[config.mk]
export PLATFORM = sky130hd
export DESIGN_NAME = fetch_align_buffer_flat
export DESIGN_NICKNAME = d
export VERILOG_FILES = /design/src/rtl/fetch_align_buffer_pkg.sv /design/src/rtl/fetch_align_buffer_if.sv /design/src/rtl/fetch_align_buffer_halfword_fifo.sv /design/src/rtl/fetch_align_buffer.sv /design/src/flat_wrapper.sv
export SDC_FILE = /design/constraint.sdc
export NUM_CORES = 1
export LEC_CHECK = 0
export BUFFER_PORTS_ARGS = -buffer_cell sky130_fd_sc_hd__buf_4
export CAP_MARGIN = 25
export CORE_ASPECT_RATIO = 0.8
export CORE_MARGIN = 8
export CORE_UTILIZATION = 56
export CTS_CLUSTER_DIAMETER = 100
export DETAILED_ROUTE_END_ITERATION = 7
export GPL_ROUTABILITY_DRIVEN = 1
export PLACE_DENSITY = 0.81
export SETUP_SLACK_MARGIN = 0.15
export SYNTH_ARGS = -nofsm -noshare
export SYNTH_HDL_FRONTEND = slang
export SYNTH_HIERARCHICAL = 1
export SYNTH_SLANG_ARGS = --single-unit
[constraint.sdc]
create_clock -name clk -period 4.8 [get_ports clk]
set_input_delay 1.44 -clock clk [delete_from_list [all_inputs] [get_ports clk]]
set_output_delay 1.44 -clock clk [all_outputs]
set_load 0.01 [all_outputs]
[src/rtl/fetch_align_buffer_pkg.sv]
// Shared types and helpers for the fetch align buffer and its halfword FIFO.
package fetch_align_buffer_pkg;

   typedef logic [15:0] halfword_t;

   localparam int          INSTR_W          = 32;
   localparam logic [31:0] RESET_PC_DEFAULT = 32'h0000_0000;

   // A halfword starts a compressed instruction unless its low two bits are 11.
   function automatic logic is_rvc(input halfword_t hw);
      return hw[1:0] != 2'b11;
   endfunction

endpackage

[src/rtl/fetch_align_buffer_if.sv]
// Bus bundle between program memory, redirect source and the decompressor.
interface fetch_align_buffer_if;
   import fetch_align_buffer_pkg::*;

   logic               redirect_valid;
   logic [31:0]        redirect_pc;
   logic               mem_req_valid;
   logic [31:0]        mem_req_addr;
   logic [31:0]        mem_rdata;
   logic               out_valid;
   logic               out_ready;
   logic [INSTR_W-1:0] out_instr;
   logic [31:0]        out_pc;
   logic               out_is_compressed;

   modport master (
      input  redirect_valid, redirect_pc, mem_rdata, out_ready,
      output mem_req_valid, mem_req_addr, out_valid, out_instr, out_pc, out_is_compressed
   );

   modport slave (
      output redirect_valid, redirect_pc, mem_rdata, out_ready,
      input  mem_req_valid, mem_req_addr, out_valid, out_instr, out_pc, out_is_compressed
   );

endinterface

[src/rtl/fetch_align_buffer_halfword_fifo.sv]
// Circular halfword FIFO: pushes and pops 0..2 halfwords per cycle and
// exposes the two oldest entries so the parent can assemble an instruction.
module fetch_align_buffer_halfword_fifo
   import fetch_align_buffer_pkg::*;
#(
   parameter  int DEPTH_HW = 4,
   localparam int PTR_W    = $clog2(DEPTH_HW),
   localparam int CNT_W    = $clog2(DEPTH_HW + 1)
) (
   input  logic             clk,
   input  logic             reset,
   input  logic             clr,
   input  logic [1:0]       push_n,
   input  halfword_t        push_hw0,
   input  halfword_t        push_hw1,
   input  logic [1:0]       pop_n,
   output halfword_t        head0,
   output halfword_t        head1,
   output logic [CNT_W-1:0] count
);

   localparam logic [PTR_W:0] DEPTH_P = (PTR_W + 1)'(DEPTH_HW);

   halfword_t        mem [DEPTH_HW];
   logic [PTR_W-1:0] rd_ptr;
   logic [PTR_W-1:0] wr_ptr;

   // Pointer advance modulo DEPTH_HW, so non power-of-two depths wrap correctly.
   function automatic logic [PTR_W-1:0] ptr_add(input logic [PTR_W-1:0] p, input logic [1:0] n);
      logic [PTR_W:0] s;
      s = {1'b0, p} + (PTR_W + 1)'(n);
      if (s >= DEPTH_P) s = s - DEPTH_P;
      return s[PTR_W-1:0];
   endfunction

   // Storage writes; data is not reset, only the pointers and count are.
   always_ff @(posedge clk) begin
      if (!clr) begin
         if (push_n != 2'd0) mem[wr_ptr] <= push_hw0;
         if (push_n == 2'd2) mem[ptr_add(wr_ptr, 2'd1)] <= push_hw1;
      end
   end

   // Pointer and occupancy bookkeeping; count moves by the net push minus pop.
   always_ff @(posedge clk or posedge reset) begin
      if (reset) begin
         rd_ptr <= '0;
         wr_ptr <= '0;
         count  <= '0;
      end else if (clr) begin
         rd_ptr <= '0;
         wr_ptr <= '0;
         count  <= '0;
      end else begin
         rd_ptr <= ptr_add(rd_ptr, pop_n);
         wr_ptr <= ptr_add(wr_ptr, push_n);
         count  <= count + CNT_W'(push_n) - CNT_W'(pop_n);
      end
   end

   // The two oldest halfwords, valid according to count.
   always_comb begin
      head0 = mem[rd_ptr];
      head1 = mem[ptr_add(rd_ptr, 2'd1)];
   end

endmodule

[src/rtl/fetch_align_buffer.sv]
// Fetch align buffer: issues word reads, buffers halfwords and hands the
// decompressor one complete 16- or 32-bit instruction per handshake.
module fetch_align_buffer
   import fetch_align_buffer_pkg::*;
#(
   parameter int          DEPTH_HW = 4,
   parameter logic [31:0] RESET_PC = RESET_PC_DEFAULT
) (
   input logic                  clk,
   input logic                  reset,
   fetch_align_buffer_if.master bus
);

   localparam int CNT_W = $clog2(DEPTH_HW + 1);

   logic [31:0]      fetch_addr;
   logic [31:0]      head_pc;
   logic             skip_low;
   logic             inflight;
   logic             epoch;
   logic             resp_epoch;

   halfword_t        head0;
   halfword_t        head1;
   logic [CNT_W-1:0] count;
   logic [1:0]       push_n;
   logic [1:0]       pop_n;
   halfword_t        push_hw0;
   logic             head_rvc;
   logic             resp_ok;
   logic             fire;
   logic [CNT_W+1:0] need;

   fetch_align_buffer_halfword_fifo #(.DEPTH_HW(DEPTH_HW)) u_fifo (
      .clk      (clk),
      .reset    (reset),
      .clr      (bus.redirect_valid),
      .push_n   (push_n),
      .push_hw0 (push_hw0),
      .push_hw1 (bus.mem_rdata[31:16]),
      .pop_n    (pop_n),
      .head0    (head0),
      .head1    (head1),
      .count    (count)
   );

   // Request, response acceptance and output assembly; a redirect suppresses all of them.
   always_comb begin
      head_rvc = is_rvc(head0);
      // Reserve two slots per outstanding word so a response always has room.
      need     = (CNT_W + 2)'(count) + (inflight ? (CNT_W + 2)'(4) : (CNT_W + 2)'(2));
      bus.mem_req_valid = !reset && !bus.redirect_valid && (need <= (CNT_W + 2)'(DEPTH_HW));
      bus.mem_req_addr  = fetch_addr;

      // Responses from before the last redirect carry a stale epoch and are dropped.
      resp_ok  = inflight && (resp_epoch == epoch) && !bus.redirect_valid;
      push_n   = resp_ok ? (skip_low ? 2'd1 : 2'd2) : 2'd0;
      push_hw0 = skip_low ? bus.mem_rdata[31:16] : bus.mem_rdata[15:0];

      bus.out_valid         = !bus.redirect_valid && (count != '0) &&
                              (head_rvc || count >= CNT_W'(2));
      bus.out_is_compressed = (count != '0) && head_rvc;
      bus.out_pc            = head_pc;
      bus.out_instr         = '0;
      if (count != '0) bus.out_instr = head_rvc ? {16'h0000, head0} : {head1, head0};

      fire  = bus.out_valid && bus.out_ready;
      pop_n = fire ? (head_rvc ? 2'd1 : 2'd2) : 2'd0;
   end

   // Fetch address, head PC, epoch and in-flight tracking.
   always_ff @(posedge clk or posedge reset) begin
      if (reset) begin
         fetch_addr <= {RESET_PC[31:2], 2'b00};
         head_pc    <= RESET_PC;
         skip_low   <= 1'b0;
         inflight   <= 1'b0;
         epoch      <= 1'b0;
         resp_epoch <= 1'b0;
      end else if (bus.redirect_valid) begin
         fetch_addr <= bus.redirect_pc & ~32'h3;
         head_pc    <= bus.redirect_pc & ~32'h1;
         skip_low   <= bus.redirect_pc[1];
         inflight   <= 1'b0;
         epoch      <= ~epoch;
      end else begin
         inflight <= bus.mem_req_valid;
         if (bus.mem_req_valid) begin
            fetch_addr <= fetch_addr + 32'd4;
            resp_epoch <= epoch;
         end
         if (resp_ok) skip_low <= 1'b0;
         if (fire) head_pc <= head_pc + (head_rvc ? 32'd2 : 32'd4);
      end
   end

endmodule
[src/flat_wrapper.sv]
// flat-port wrapper written by rule: the top's interface ports become plain ports
module fetch_align_buffer_flat import fetch_align_buffer_pkg::*;
#(
   parameter int          DEPTH_HW = 4,
   parameter logic [31:0] RESET_PC = RESET_PC_DEFAULT
)
  (clk, reset, bus_redirect_valid, bus_redirect_pc, bus_mem_rdata, bus_out_ready, bus_mem_req_valid, bus_mem_req_addr, bus_out_valid, bus_out_instr, bus_out_pc, bus_out_is_compressed);
  fetch_align_buffer_if bus_i ();
  input logic clk;
  input logic reset;
  input wire logic [$bits(bus_i.redirect_valid)-1:0] bus_redirect_valid;
  input wire logic [$bits(bus_i.redirect_pc)-1:0] bus_redirect_pc;
  input wire logic [$bits(bus_i.mem_rdata)-1:0] bus_mem_rdata;
  input wire logic [$bits(bus_i.out_ready)-1:0] bus_out_ready;
  output wire logic [$bits(bus_i.mem_req_valid)-1:0] bus_mem_req_valid;
  output wire logic [$bits(bus_i.mem_req_addr)-1:0] bus_mem_req_addr;
  output wire logic [$bits(bus_i.out_valid)-1:0] bus_out_valid;
  output wire logic [$bits(bus_i.out_instr)-1:0] bus_out_instr;
  output wire logic [$bits(bus_i.out_pc)-1:0] bus_out_pc;
  output wire logic [$bits(bus_i.out_is_compressed)-1:0] bus_out_is_compressed;
  assign bus_i.redirect_valid = bus_redirect_valid;
  assign bus_i.redirect_pc = bus_redirect_pc;
  assign bus_i.mem_rdata = bus_mem_rdata;
  assign bus_i.out_ready = bus_out_ready;
  assign bus_mem_req_valid = bus_i.mem_req_valid;
  assign bus_mem_req_addr = bus_i.mem_req_addr;
  assign bus_out_valid = bus_i.out_valid;
  assign bus_out_instr = bus_i.out_instr;
  assign bus_out_pc = bus_i.out_pc;
  assign bus_out_is_compressed = bus_i.out_is_compressed;
  fetch_align_buffer #(.DEPTH_HW(DEPTH_HW), .RESET_PC(RESET_PC)) u_core (.clk(clk), .reset(reset), .bus(bus_i));
endmodule
==> results of run 1 <==
==> sequential cells by signal, indices dropped and copies added, names as in the netlist <==
signal and count:
u_core/bus.mem_req_addr 30, u_core/u_fifo/count 3, u_core/bus.out_pc 31, u_core/epoch 1
u_core/u_fifo/wr_ptr 2, u_core/inflight 1, u_core/resp_epoch 1, u_core/u_fifo/rd_ptr 2
u_core/u_fifo/mem 64, u_core/skip_low 1
==> layout make-up <==
cell class	count	area, um2	area share [%]
clock inverters	11	87.6	0.861
multi-input cells	484	4210	41.4
repair buffers	176	1320	13.0
clock buffers	21	514	5.06
flip-flops and latches	136	3720	36.6
inverters	22	82.6	0.812
well taps	184	230	2.26
==> final timing paths <==
path / from / endpoint / slack, ns / cells past startpoint
worst min register to register: u_core/epoch$_DFFE_PP0P_ / u_core/epoch$_DFFE_PP0P_ / 0.52 / 1
max in group asynchronous: reset / u_core/bus.mem_req_addr[11]$_DFFE_PP0P_ / 2.75 / 3
worst max register to register: u_core/u_fifo/rd_ptr[1]$_DFF_PP0_ / u_core/bus.out_pc[30]$_DFFE_PP0P_ / 1.07 / 8
min in group asynchronous: reset / u_core/u_fifo/rd_ptr[0]$_DFF_PP0_ / 0.97 / 2
worst min-delay path: u_core/epoch$_DFFE_PP0P_ / u_core/epoch$_DFFE_PP0P_ / 0.52 / 1
worst max-delay path: u_core/u_fifo/rd_ptr[1]$_DFF_PP0_ / bus_out_instr[22] / 0.63 / 7
==> routing by layer <==
metal | wire length, um | track usage (%) | up-vias
li1 | - | - | 2864
met1 | 9320 | 32.5 | 3200
met2 | 11000 | 37.1 | 310
met3 | 2010 | 6.83 | 38
met4 | 361 | 7.50 | 0
met5 | 0 | 0 | -
==> report_power, final <==
group	internal, mW	switching [mW]	total (mW)
registers	1.34	0.146	1.49
clock network	0.813	0.498	1.31
logic	0.550	0.567	1.12
==> Yosys cell counts (all sizes together), types with 18 or more instances <==
library cell    n
a21oi          19
and2           18
buf            22
clkbuf         19
dfrtp          72
edfxtp         64
inv            22
mux2          104
mux4           32
nand2          29
nand3          21
nand4          21
nor2           33
nor2b          21
xnor2          31
xor2           22
==> kinds of logic after synthesis <==
family | count (synthesis)
simple gates | 210
mux | 139
flops | 136
xor+xnor | 53
other cells | 1
fa+ha+maj | 12
buf+inv | 63
compound gates | 67
==> critical path: stages, from the launching register on <==
cell and delay [ns]:
sky130_fd_sc_hd__dfrtp_2 0.63, sky130_fd_sc_hd__mux4_2 0.62, sky130_fd_sc_hd__and2_0 0.26, sky130_fd_sc_hd__inv_1 0.18, sky130_fd_sc_hd__nor2_1 0.08, sky130_fd_sc_hd__buf_4 0.20
sky130_fd_sc_hd__and2_1 0.18, sky130_fd_sc_hd__buf_4 0.14
==> metrics by stage <==
step,power [mW],instance area [um2],util (%),setup WS (ns),hold slack [ns]
floorplan,2.13,8210,-,0.475,0.474
global placement,2.57,9560,66.9,0.865,0.489
detailed placement,2.61,9560,66.9,0.686,0.517
CTS,3.93,10200,71.1,0.211,0.525
global route,4.08,10200,71.1,0.470,0.544
finish,3.91,10200,71.1,0.632,0.522
==> flow_summary.yaml, run 1 <==
clock_network:
  ctsResizeCount: 0
  path_clk_slew_ns: 0.06
  post_cts_hold_buffer_count: 0
  num_clock_sinks: 136
  clkLatencyLatePin_ns: 0.43
  cts_tree: "built"
  h-tree-depth: 4
  cts-root-buf: "sky130_fd_sc_hd__clkbuf_16"
  numCtsBuffers: 17
  clock_tree.buffer_depth: 2
  postCtsSetupRepairBufs: 0
placed_design:
  placement.io_buffers: 162
  routabilityCongestion: 0.881
  post-dp-hpwl_um: 15900
  dpl.cell_count: 1001
timing:
  finalSetupViolations: 0
  min_tclk_post_route_ns: 4.17
  fmax_ghz: 0.240
  final.period_utilization_pct: 86.8
  setup-tns-final_ns: 0
  finalHoldViolCount: 0
  max_slew_margin_pct: 31.3
  fin_worst_skew_ns: 0.00910
  rsz0062_at_grt: "no"
  worst_pin_slew_ns: 1.03
  slew_viol_final: 0
logic_synthesis:
  synth_top_area_share_pct: 23.4
  post_synth_num_cell_types: 61
  synth_flop_cell: "sky130_fd_sc_hd__dfrtp_1"
  synth-edff-count: 64
  synth_xor_xnor_area_share_pct: 5.66
  post_synth.cell_area_avg_um2: 12.0
  yosys-mux-area-fraction_pct: 23.4
  synth_async_sr_flop_share_pct: 52.9
  ys_ff_latch: 136
  synth_area_leaders: "sky130_fd_sc_hd__edfxtp_1 (23%), sky130_fd_sc_hd__dfrtp_1 (22%), sky130_fd_sc_hd__mux2_2 (14%)"
  syn_area_mm2: 0.00820
  post_synth_and_or_nand_nor_area_fraction_pct: 14.6
  syn_inst: 681
  synth_adder_area_share_pct: 2.07
  synth_largest_area_cell: "sky130_fd_sc_hd__edfxtp_1"
  syn_warnings: 6
  synth-compound-area-share_pct: 5.16
  ys_seq_area_share_pct: 45.4
  synth_top_family_by_area: "multiplexers"
cells_and_area:
  drive_gt1_share_pct: 43.2
  flow.area_growth_from_synthesis_pct: 24.0
  nets: 916
  post_layout_nonfiller_instances: 1034
  most_common_cell_after_layout_fill_and_taps_aside: "sky130_fd_sc_hd__buf_4"
  num_antenna_cells: 0
  layout_filler_cell_count: 1014
  most_used_cells_in_the_layout_excluding_fill_and_tap_cells: "sky130_fd_sc_hd__buf_4 (176), sky130_fd_sc_hd__mux2_2 (104), sky130_fd_sc_hd__dfrtp_1 (71)"
floorplanning:
  initial_core_util_pct: 57.4
  placeableCoreArea_mm2: 0.0143
  fp.dieArea_mm2: 0.0188
  rows: 39
  die-height_um: 124
  io_pins: 167
  die_x_um: 151
grt:
  grt_overflow_total: 0
  antenna_found_initial: 0
  first_pass_grt_wire_length_um: 35500
  track_usage_pct: 24.2
  grt_pass1_vias: 6602
  maximum_number_of_pins_on_one_net_before_global_route_repair: 66
setup_path:
  worst_ep_arrival_time_ns: 2.73
  setup.worst_path.class: "reg2out"
  setup.worst_path.end_class: "output pin"
  critical_path.max_fanout: 16
  data_required_time_at_the_worst_endpoint_ns: 3.36
  critPathLaunchType: "register"
routing:
  detailedRoute.firstPassIterationCount: 5
  drt_wl_total_um: 22700
  vias: 6412
  iter_0_drt_violations: 594
  ant_nets: 0
  avgRoutedWirePerCell_um: 21.9
  detail_route.drc_violations: 0
  drt-vias-per-instance: 6.20
status:
  status: "completed"
power:
  peakVddDrop_uv: 298
  power_density_mw_per_mm2: 385
  total_leakage_power_nw: 3.98
flow_run:
  maxCapViolations: 0
hold_path:
  timing.hold.worst.class: "reg2reg"
(Power assumes the default switching activity.)
==> inputs of run 2 (changes only) <==
==> constraint.sdc (replaced) <==
create_clock -name clk -period 4.8 [get_ports clk]
set_input_delay 0.24 -clock clk [delete_from_list [all_inputs] [get_ports clk]]
set_output_delay 0.24 -clock clk [all_outputs]
set_load 0.01 [all_outputs]
==> run 2 against run 1 <==
Against the previous run:
- global-route usage shrank 0.44 points
- setup slack gained 0.67 ns
- sequential power is essentially flat
- first-iteration DRC count shrank 2.7%
- clock-buffer cell count grew 1
- hold slack lost 0.46 ns
- register-to-register slack gained 0.24 ns
==> flow_summary.yaml, run 2 (synthesis gave the netlist of run 1 again) <==
cells_and_area:
  flip_flop_count_of_the_largest_register_after_layout: 64
  drive_gt1_share_pct: 42.9
  largest-register: "u_core/u_fifo/mem"
  num_antenna_cells: 0
  flow.area_growth_from_synthesis_pct: 23.6
  nets: 913
  most_used_cells_in_the_layout_excluding_fill_and_tap_cells: "sky130_fd_sc_hd__buf_4 (172), sky130_fd_sc_hd__mux2_2 (104), sky130_fd_sc_hd__dfrtp_1 (71)"
  most_common_cell_after_layout_fill_and_taps_aside: "sky130_fd_sc_hd__buf_4"
floorplanning:
  die-height_um: 124
  placeableCoreArea_mm2: 0.0143
  fp.dieArea_mm2: 0.0188
  rows: 39
  initial_core_util_pct: 57.4
  io_pins: 167
  die_x_um: 151
routing:
  iter_0_drt_violations: 578
  detail_route.drc_violations: 0
  vias: 6297
  ant_nets: 0
  detailedRoute.firstPassIterationCount: 5
  avgRoutedWirePerCell_um: 21.7
  drt_wl_total_um: 22400
  drt-vias-per-instance: 6.11
timing:
  rsz0062_at_grt: "no"
  setup_ws_ns: 1.31
  finalHoldViolCount: 0
  worst_pin_slew_ns: 0.983
  min_tclk_post_route_ns: 3.49
  fin_worst_skew_ns: 0.0102
  setup-tns-final_ns: 0
  slew_viol_final: 0
  final.period_utilization_pct: 72.8
  fmax_ghz: 0.286
  max_slew_margin_pct: 34.5
  finalSetupViolations: 0
grt:
  grt_overflow_total: 0
  maximum_number_of_pins_on_one_net_before_global_route_repair: 66
  first_pass_grt_wire_length_um: 35200
  grt_pass1_vias: 6573
  track_usage_pct: 23.8
  antenna_found_initial: 0
setup_path:
  worstPathCellList: "nor3_1 -> nor3b_4 -> and3_1 -> mux2_2"
  cp_slowest_cell: "sky130_fd_sc_hd__and3_1"
  critical_path.max_fanout: 19
  r2r-end: "u_core/u_fifo/mem[0][6]$_DFFE_PP_"
  worst_ep_arrival_time_ns: 3.65
  cp_top_family: "simple AND/OR/NAND/NOR gates"
  setup.worst_path.end_class: "register"
  worst_path_buf_inv: 0
  reg2reg_slack_ns: 1.31
  data_required_time_at_the_worst_endpoint_ns: 4.96
  path_depth: 4
  crit_path_max_incr_delay_ns: 0.85
  critPathLaunchType: "register"
  timing.rr.start: "u_core/skip_low$_DFFE_PP0P_"
  setup.worst_path.class: "reg2reg"
  reg2reg_depth: 4
hold_path:
  timing.hold.worst.class: "in2reg"
  holdPathEnd: "u_core/bus.out_pc[24]$_DFFE_PP0P_"
  critical_hold_path_startpoint: "bus_redirect_pc[24]"
  worst_hold_path.num_cells: 3
placed_design:
  placement.io_buffers: 162
  routabilityCongestion: 0.872
  place_worst_setup_slack_ns: 1.31
  post-dp-hpwl_um: 15900
power:
  power_density_mw_per_mm2: 382
  peakVddDrop_uv: 297
  total_leakage_power_nw: 3.97
clock_network:
  h-tree-depth: 4
  cts_tree: "built"
  numCtsBuffers: 17
  cts-root-buf: "sky130_fd_sc_hd__clkbuf_16"
  clkLatencyLatePin_ns: 0.41
  num_clock_sinks: 136
  postCtsSetupRepairBufs: 0
  clock_tree.buffer_depth: 2
  path_clk_slew_ns: 0.06
flow_run:
  maxCapViolations: 0
status:
  status: "completed"
==> run 2: cell count changes in the layout (fill, tap and decap cells not counted), moves of 2 or more <==
cell                        delta
sky130_fd_sc_hd__buf_4         -4
sky130_fd_sc_hd__clkbuf_8      +3
sky130_fd_sc_hd__clkinv_2      -2
sky130_fd_sc_hd__clkbuf_16     -2
==> run 2: tightest hold or removal path, stage by stage <==
cell                      delay, ns
sky130_fd_sc_hd__buf_4         0.08
sky130_fd_sc_hd__nand2_1       0.05
sky130_fd_sc_hd__o31ai_1       0.07
==> run 2: what timing repair did <==
| action | in CTS | in global routing |
|---|---|---|
| resized for setup | 0 | 0 |
| hold buffers | 1 | 0 |
| hold endpoints to repair | 7 | 0 |
==> run 2: layer usage <==
layer  global-route usage, %  part of all wire [%]  vias up
met4                    6.62                   1.2        0
met3                    6.75                   8.9       26
met1                    30.9                    41     3157
li1                        -                     -     2855
met5                       0                     0        -
met2                    38.0                    49      259
==> run 2: where the power goes <==
| group | switching [mW] | internal (mW) |
|---|---|---|
| clock | 0.488 | 0.798 |
| combinational | 0.565 | 0.542 |
| sequential | 0.142 | 1.34 |
==> run 2: worst max-delay path by stage <==
stage,start,to,slack [ns]
floorplan,u_core/skip_low$_DFFE_PP0P_,u_core/u_fifo/mem[1][0]$_DFFE_PP_,1.28
global placement,u_core/u_fifo/rd_ptr[1]$_DFF_PP0_,u_core/bus.out_pc[30]$_DFFE_PP0P_,1.47
detailed placement,u_core/skip_low$_DFFE_PP0P_,u_core/u_fifo/mem[0][6]$_DFFE_PP_,1.31
CTS,u_core/skip_low$_DFFE_PP0P_,u_core/u_fifo/mem[0][6]$_DFFE_PP_,1.35
global route,u_core/u_fifo/rd_ptr[0]$_DFF_PP0_,u_core/bus.out_pc[18]$_DFFE_PP0P_,1.10
finish,u_core/skip_low$_DFFE_PP0P_,u_core/u_fifo/mem[0][6]$_DFFE_PP_,1.31
==> run 2: cell type report <==
cell class | instances | area, um2
Multi-Input combinational cell | 484 | 4210
Fill cell | 1014 | 4160
Sequential cell | 136 | 3720
Timing Repair Buffer | 173 | 1300
Clock buffer | 22 | 505
Tap cell | 184 | 230
Clock inverter | 10 | 87.6
Inverter | 22 | 82.6
==> run 2: per-stage QoR <==
| stage | hold WS, ns | instance area (um2) | util (%) | instances | power (mW) |
|---|---|---|---|---|---|
| 6_report | 0.0662 | 10100 | 70.9 | 1031 | 3.88 |
| 5_1_grt | 0.0555 | 10100 | 70.9 | 1031 | 4.05 |
| 4_1_cts | 0.0456 | 10100 | 70.9 | 1031 | 3.90 |
| 3_5_place_dp | 0.247 | 9540 | 66.7 | 998 | 2.60 |
| 3_3_place_gp | 0.239 | 9530 | 66.6 | 997 | 2.56 |
| 2_1_floorplan | 0.0434 | 8210 | - | 683 | 2.13 |
